===== src/rtl/decode_pkg.sv =====
// decode_pkg: instruction formats, opcodes and the entry record shared by the decode stage
package decode_pkg;
    typedef enum logic [2:0] {
        FMT_R    = 3'd0,
        FMT_I    = 3'd1,
        FMT_S    = 3'd2,
        FMT_B    = 3'd3,
        FMT_U    = 3'd4,
        FMT_J    = 3'd5,
        FMT_SH   = 3'd6,
        FMT_NONE = 3'd7
    } fmt_t;

    localparam logic [6:0] OP_IMM    = 7'b0010011;
    localparam logic [6:0] OP_LOAD   = 7'b0000011;
    localparam logic [6:0] OP_STORE  = 7'b0100011;
    localparam logic [6:0] OP_BRANCH = 7'b1100011;
    localparam logic [6:0] OP_LUI    = 7'b0110111;
    localparam logic [6:0] OP_AUIPC  = 7'b0010111;
    localparam logic [6:0] OP_JAL    = 7'b1101111;
    localparam logic [6:0] OP_JALR   = 7'b1100111;
    localparam logic [6:0] OP_REG    = 7'b0110011;

    typedef struct packed {
        logic [31:0] pc;
        logic [31:0] instr;
        logic [31:0] imm;
        fmt_t        fmt;
    } entry_t;

    localparam entry_t ENTRY_RST = '{pc: 32'd0, instr: 32'd0, imm: 32'd0, fmt: FMT_NONE};
endpackage


===== src/rtl/imm_format_decode.sv =====
// imm_format_decode: classifies an instruction word and extracts its 32-bit immediate
module imm_format_decode
    import decode_pkg::*;
(
    input  logic [31:0] i_instr,
    output logic [31:0] o_imm,
    output fmt_t        o_fmt
);
    logic [6:0] w_op;
    logic [2:0] w_f3;
    assign w_op = i_instr[6:0];
    assign w_f3 = i_instr[14:12];
    always_comb begin
        o_imm = '0;
        o_fmt = FMT_NONE;
        case (w_op)
            OP_IMM: begin
                o_fmt = (w_f3 == 3'b001 || w_f3 == 3'b101) ? FMT_SH : FMT_I;
                o_imm = (o_fmt == FMT_SH) ? {27'd0, i_instr[24:20]} : {{20{i_instr[31]}}, i_instr[31:20]};
            end
            OP_LOAD, OP_JALR: begin
                o_fmt = FMT_I;
                o_imm = {{20{i_instr[31]}}, i_instr[31:20]};
            end
            OP_STORE: begin
                o_fmt = FMT_S;
                o_imm = {{20{i_instr[31]}}, i_instr[31:25], i_instr[11:7]};
            end
            OP_BRANCH: begin
                o_fmt = FMT_B;
                o_imm = {{19{i_instr[31]}}, i_instr[31], i_instr[7], i_instr[30:25], i_instr[11:8], 1'b0};
            end
            OP_LUI, OP_AUIPC: begin
                o_fmt = FMT_U;
                o_imm = {i_instr[31:12], 12'd0};
            end
            OP_JAL: begin
                o_fmt = FMT_J;
                o_imm = {{11{i_instr[31]}}, i_instr[31], i_instr[19:12], i_instr[20], i_instr[30:21], 1'b0};
            end
            OP_REG: o_fmt = FMT_R;
            default: o_fmt = FMT_NONE;
        endcase
    end
endmodule


===== src/rtl/decode_imm_stage.sv =====
// decode_imm_stage: registered decode stage with a 2-entry skid buffer, flush and stall counter
module decode_imm_stage
    import decode_pkg::*;
#(
    parameter int CNT_W = 16
) (
    input  logic             i_clk,
    input  logic             i_reset,
    input  logic             i_in_valid,
    output logic             o_in_ready,
    input  logic [31:0]      i_in_pc,
    input  logic [31:0]      i_in_instr,
    input  logic             i_flush,
    output logic             o_out_valid,
    input  logic             i_out_ready,
    output logic [31:0]      o_out_pc,
    output logic [31:0]      o_out_instr,
    output logic [31:0]      o_out_imm,
    output fmt_t             o_out_fmt,
    output logic [CNT_W-1:0] o_stall_cnt
);
    typedef enum logic [1:0] {S_EMPTY, S_ONE, S_TWO} state_t;

    state_t           r_state, w_next;
    entry_t           r_head, r_skid, w_in;
    logic             r_in_ready;
    logic [CNT_W-1:0] r_stall;
    logic [31:0]      w_imm;
    fmt_t             w_fmt;
    logic             w_accept, w_pop, w_load_in, w_load_skid, w_skid_to_head;

    imm_format_decode u_dec (.i_instr(i_in_instr), .o_imm(w_imm), .o_fmt(w_fmt));

    assign w_in        = '{pc: i_in_pc, instr: i_in_instr, imm: w_imm, fmt: w_fmt};
    assign w_accept    = i_in_valid & r_in_ready;
    assign w_pop       = o_out_valid & i_out_ready;
    assign o_in_ready  = r_in_ready;
    assign o_out_valid = (r_state != S_EMPTY);
    assign o_out_pc    = r_head.pc;
    assign o_out_instr = r_head.instr;
    assign o_out_imm   = r_head.imm;
    assign o_out_fmt   = r_head.fmt;
    assign o_stall_cnt = r_stall;

    // Head takes the input when empty or when it is popped while a new entry arrives
    assign w_load_in      = !i_flush && w_accept && (r_state == S_EMPTY || (r_state == S_ONE && w_pop));
    assign w_load_skid    = !i_flush && w_accept && r_state == S_ONE && !w_pop;
    assign w_skid_to_head = !i_flush && r_state == S_TWO && w_pop;

    always_comb begin
        w_next = r_state;
        if (i_flush)
            w_next = S_EMPTY;
        else
            case (r_state)
                S_EMPTY: w_next = w_accept ? S_ONE : S_EMPTY;
                S_ONE:   w_next = (w_accept && !w_pop) ? S_TWO : (w_pop && !w_accept) ? S_EMPTY : S_ONE;
                S_TWO:   w_next = w_pop ? S_ONE : S_TWO;
                default: w_next = S_EMPTY;
            endcase
    end

    always_ff @(posedge i_clk or posedge i_reset) begin
        if (i_reset) begin
            r_state    <= S_EMPTY;
            r_in_ready <= 1'b1;
            r_head     <= ENTRY_RST;
            r_skid     <= ENTRY_RST;
            r_stall    <= '0;
        end else begin
            r_state    <= w_next;
            r_in_ready <= (w_next != S_TWO);
            if (w_load_in)
                r_head <= w_in;
            else if (w_skid_to_head)
                r_head <= r_skid;
            if (w_load_skid)
                r_skid <= w_in;
            if (o_out_valid && !i_out_ready && r_stall != '1)
                r_stall <= r_stall + CNT_W'(1);
        end
    end
endmodule

===== config.mk =====
export PLATFORM = sky130hd
export DESIGN_NAME = decode_imm_stage
export DESIGN_NICKNAME = d
export VERILOG_FILES = /design/src/rtl/decode_pkg.sv /design/src/rtl/imm_format_decode.sv /design/src/rtl/decode_imm_stage.sv
export SDC_FILE = /design/constraint.sdc
export NUM_CORES = 1
export LEC_CHECK = 0
export BUFFER_PORTS_ARGS = -buffer_cell sky130_fd_sc_hd__buf_2
export CORE_AREA = 2 2 128 130
export CTS_CLUSTER_DIAMETER = 150
export CTS_CLUSTER_SIZE = 14
export DETAILED_ROUTE_END_ITERATION = 8
export DIE_AREA = 0 0 130 132
export MAX_ROUTING_LAYER = met4
export PLACE_DENSITY = 0.85
export SYNTH_ARGS = -nofsm -noshare
export SYNTH_HDL_FRONTEND = slang
export SYNTH_SLANG_ARGS = --single-unit

===== constraint.sdc =====
create_clock -name i_clk -period 20.8 [get_ports i_clk]
set_clock_uncertainty 0.1 [all_clocks]
set_input_delay 4.16 -clock i_clk [delete_from_list [all_inputs] [get_ports i_clk]]
set_output_delay 4.16 -clock i_clk [all_outputs]
set_load 0.005 [all_outputs]

======== After elaboration in Yosys (flattened, before gate mapping) ========
Cells that the tools add are included.
storage, ports and cells
  register bits ........................... 217
  bits in latches ......................... 0
  RAM bits ................................ 0
  ROM bits ................................ 0
  input bits .............................. 69
  output and inout bits ................... 117
  word-level logic and storage cells ...... 64
  memories kept ........................... 0
operators by class
  add/sub/neg operators ................... 1
  $mul .................................... 0
  divide/modulo/power cells ............... 0
  order comparisons ....................... 0
  eq/ne operators ......................... 16
  shift-type cells ........................ 0
  muxes and demuxes ....................... 12
  bitwise operators ....................... 2
  reductions and logical operators ........ 22
operator list
  cell                                                             count
  99-bit 2-to-1 mux                                                2
  32-bit one-hot mux with 6 select lines                           1
  32-bit 2-to-1 mux                                                1
  7-bit by 6-bit == test with 1-bit output, second input constant  3
  7-bit == test, second input constant                             3
  3-bit one-hot mux with 7 select lines                            1
  16-bit by 1-bit adder with 16-bit output, second input constant  1
  16-bit != test, second input constant                            1
  7-bit by 5-bit == test with 1-bit output, second input constant  2
  1-bit logical AND                                                11
  7-bit by 2-bit == test with 1-bit output, second input constant  1
  3-bit == test, second input constant                             2
  2-bit 2-to-1 mux                                                 3
  2-bit one-hot mux with 3 select lines                            1
  1-bit zero test                                                  4
  2-bit nonzero test                                               2
  2-bit OR reduction                                               2
  3-bit by 1-bit == test with 1-bit output, second input constant  1
  3-bit 2-to-1 mux                                                 1
  1-bit bitwise AND                                                2
  2-bit by 1-bit == test with 1-bit output, second input constant  1
  2-bit == test, second input constant                             1
  2-bit zero test                                                  1
  1-bit logical OR                                                 2
  other kinds (2)                                                  3

======== Depth between registers and ports, before layout ========
  depth in word-level cells ............... 8
  gate-level depth with buffers ........... 9

======== By module ========
Synthesis repeated with hierarchy kept, for this count alone.
second synthesis, totals
  cell total of the unflattened synthesis .. 817
  area total of the unflattened synthesis .. 9331.4 um^2
by module, submodules not included
  module             times used  cells an instance  area each (um^2)  seq. area each (um^2)
  decode_imm_stage   1           737                8783.4            5439.0
  imm_format_decode  1           80                 548.0             0.0

======== Worst setup path before layout ========
OpenSTA, ideal clock, no wires.
  path kind ............................... input port to flip-flop
  from .................................... input i_in_instr[2]
  to ...................................... register r_head (netlist bit o_out_imm[20])
  library setup time ...................... 71 ps
  data arrival time ....................... 5636 ps
  slack ................................... 14993 ps
  cell stages on the path ................. 7
  buffers on the path ..................... 2
  cells stage by stage .................... buf_6 nand4bb_4 or4_4 and3_4 or3_4 buf_6 nand4_1
between the ends
  longest elaborated chain between the ends .. 4
  elaborated cells on any way between the ends .. 12
  those cells by class .................... eq/ne (8); mux (2); reduce/logical (2)
ends and longest elaborated chain
  item                                                              line                     RTL
  start: declaration                                                decode_imm_stage.sv:12   input logic [31:0] i_in_instr,
  7-bit by 6-bit == test with 1-bit output (tied with other cells)  imm_format_decode.sv:16  case (w_op)
  2-bit OR reduction                                                imm_format_decode.sv:16
  32-bit one-hot mux with 6 select lines *                          imm_format_decode.sv:16
  99-bit 2-to-1 mux *                                               decode_imm_stage.sv:73   if (w_load_in)
  end signal: assignment                                            decode_imm_stage.sv:74   r_head <= w_in;
  end signal: assignment                                            decode_imm_stage.sv:76   r_head <= r_skid;
  end: declaration                                                  decode_imm_stage.sv:25   entry_t r_head, r_skid, w_in;
Mark *: on every way between the ends. The rest lies on a longest branch, timed or not.
A chain may end at the register's enable or synchronous reset.

======== Final worst setup path ========
  from .................................... input i_out_ready
  to ...................................... register r_skid[26] (netlist name)
between the ends
  longest elaborated chain between the ends .. 3
ends and longest elaborated chain
  item                    line                    RTL
  start: declaration      decode_imm_stage.sv:15  input logic i_out_ready,
  1-bit bitwise AND       decode_imm_stage.sv:36  assign w_pop = o_out_valid & i_out_ready;
  1-bit zero test         decode_imm_stage.sv:47  assign w_load_skid = !i_flush && w_accept && r_state == S_ONE && !w_pop;
  1-bit logical AND       decode_imm_stage.sv:47
  end signal: assignment  decode_imm_stage.sv:78  r_skid <= w_in;
  end: declaration        decode_imm_stage.sv:25
No other way between the ends.

==> summary.md <==
| Metric | Value |
|---|---|
| Vias per cell | just under 6 |
| Longest Clk Path Bufs | 3 |
| Async S/R FF share, synth | 100% |
| Post-layout min period | 6330 ps |
| Period Utilization, post-route | 30.4% |
| Max IR drop VDD | between 0.09 and 0.1 mV |
| TritonRoute pass-1 iters | 7 |
| # Post-CTS Setup Buffers | 0 |
| RR Startpoint | r_state[0] |
| Final wirelength | 21,700 µm |
| Mapped Cells | 818 |
| Cells resized by post-CTS repair | 0 |
| IO Pins | 186 |
| Met2 GRT Util | 40.0% |
| Die area | 17,200 µm² |
| Port Buffers | 185 |
| Pin count of the biggest net entering global routing | between 100 and 150 |
| Area leader, netlist | dfrtp_1 |
| Initial antenna violation count | 0 |
| Vias in the first global route | 6,875 |
| Starting Density | 57.9% |
| Wire per inst | 18.0 µm |
| Final GP Congestion | roughly 0.87 |
| Clock transition at path regs | around 60 ps |
| Final setup violation count | 0 |
| Clock root buffer | clkbuf_16 |
| Syn-to-layout area delta | 17.4% |
| Nets@finish | 1,050 |
| Synth cell count leaders | dfrtp_1 (210), nand2_1 (175), a22oi_1 (68) |
| Max cap viols | 0 |
| Hold_buf cts | 0 |
| Worst-margin pin slew | 990 ps |
| Min-delay src | o_out_instr[8] |
| Residual DRC | 0 |
| Synthesized area | 9090 µm² |
| Antenna diodes | 0 |
| Worst Setup SP | i_out_ready |
| CTS tree | built |
| EDFF count, synth | 0 |
| Pleak | about 5.4 nW |
| Chip width | between 100 and 150 µm |
| GRT met1 Usage | 36.8% |
| Largest cells by area after synthesis | dfrtp_1 (58%), mux2_2 (7.4%), nand2_1 (7.2%) |
| Antenna Nets Post-Route | 0 |
| Area post-placement | 10,200 µm² |
| F_max | 158 MHz |
| Setup crit end kind | flip-flop |
| Final Hold Fails | 0 |
| RSZ-0062 raised after global routing | false |
| Htree depth | 1 |
| Worst slew margin | between 30% and 40% |
| Clock sink count | 217 |
| Design area | 10,700 µm² |
| Nature of the critical path startpoint | input port |
| Core Region | ~16,000 µm² |
| Count leader, synth | dfrtp_1 |
| DR vias | ~7,100 |
| CTS buffer count | 19 |
| Clock Latency Late Sink | 480 ps |
| Yosys top cell area share | 57.8% |
| Critical path data arrival time | 6650 ps |
| Seq/Total Area, Yosys | 59.8% |
| Distinct cell type count after synthesis | 50 |
| Share of cells above drive strength 1 | 29.5% |
| Number of fill cells | 1,178 |
| Site row count | 46 |
| Dominant synthesized flop cell | dfrtp_1 |
| GRT overflow | 0 |
| Fin Hold WS | between 300 and 400 ps |
| Die span in y | between 100 and 150 µm |
| Kind of critical path | in -> reg |
| Yosys warnings | 0 |
| TNS Setup | 0 ps |
| Net Count, Synth | 889 |
| Mean area per synthesized cell | 11.1 µm² |
| Worst EP required | 21,110 ps |
| Met3 Use GR | 4.83% |
| DRT iter0 DRCs | between 600 and 700 |
| Slew Viols, Final | 0 |
| Flops & latches, synth | about 220 |
| Crit Path Max Fanout | 93 |
| Power Dens Cells | 98.5 nW/µm² |
| Outcome | completed |
| HP Class | reg -> reg |
| First-pass GRT wire length | 35,500 µm |
| Gr busiest metal | met2 |
| Tot GR Track Use | a little over a quarter |
| DP Wirelength | roughly 14,000 µm |
-- layer usage --
metal	share of wire, %	wire length (µm)
met4	2.5	536
met3	7.2	1560
met1	42	9230
met5	0	0
met2	48	10400
-- critical path, cell delays in order --
cell	delay, ps
buf_2	120
nor2b_1	370
nand3_4	480
buf_4	590
nor2_1	640
a221o_1	250
-- power by group --
part | leakage (nW) | switching (mW) | internal, mW | total, mW
Clock | 0.252 | 0.149 | 0.171 | 0.320
Combinational | 2.39 | 0.0856 | 0.0858 | 0.171
Sequential | 2.79 | 0.0509 | 0.510 | 0.560
-- layout by cell type (no fill, tap or decap), types with 21 or more instances in the layout --
master	count
a221o_1	22
a22oi_1	68
buf_2	185
dfrtp_1	210
mux2_2	60
nand2_1	175
nand3_1	21
nor2_1	24
o21ai_0	41
-- sequential cells by signal (all words and copies together), names as in the netlist --
signal       flops
o_in_ready       1
r_skid          99
o_stall_cnt     16
r_state          2
o_out_pc        32
o_out_instr     32
o_out_imm       32
o_out_fmt        3
-- cells by family (layout without fill, tap and decap cells) --
kind of cell             count (synthesis)  in the layout  synth area share (%)
AO/OA/AOI/OAI                          177            177                  13.7
XOR/XNOR                                13             13                  1.25
adder cells (fa/ha/maj)                  2              2                 0.275
buffers and inverters                   63            234                  2.89
flip-flops                             217            217                  59.8
multiplexers                            60             60                  7.43
AND/OR/NAND/NOR                        286            286                  14.6
-- path summary, 6_finish.rpt --
kind | slack (ps) | end | cells past startpoint
setup / recovery | 14470 | r_skid[26] | 6
hold reg to reg | 370 | o_out_instr[8] | 2
hold / removal | 370 | o_out_instr[8] | 2
max in group asynchronous | 15330 | o_out_pc[22] | 3
min in group asynchronous | 3800 | o_stall_cnt[1] | 2
setup reg to reg | 17770 | r_skid[26] | 5
-- final cells by class --
cell class / count / area [µm²] / share of cell area [%]
clock inverters: 1 / 8.76 / 0.0820
flip-flops and latches: 217 / 5440 / 50.9
well taps: 216 / 270 / 2.53
repair buffers: 192 / 978 / 9.16
multi-input cells: 538 / 3420 / 32.0
inverters: 11 / 48.8 / 0.457
clock buffers: 30 / 517 / 4.84
-- stage by stage --
| stage | power [mW] | util (%) | instances | setup slack (ps) |
|---|---|---|---|---|
| global placement | 0.725 | 64.6 | 1174 | 14060 |
| CTS | 1.06 | 68.0 | 1205 | 14480 |
| finish | 1.05 | 68.0 | 1205 | 14470 |
| floorplan | 0.657 | - | 818 | 10620 |
| detailed placement | 0.738 | 64.6 | 1174 | 13990 |
| global route | 1.11 | 68.0 | 1205 | 14200 |
No activity file was read; power rests on OpenSTA's default activity.
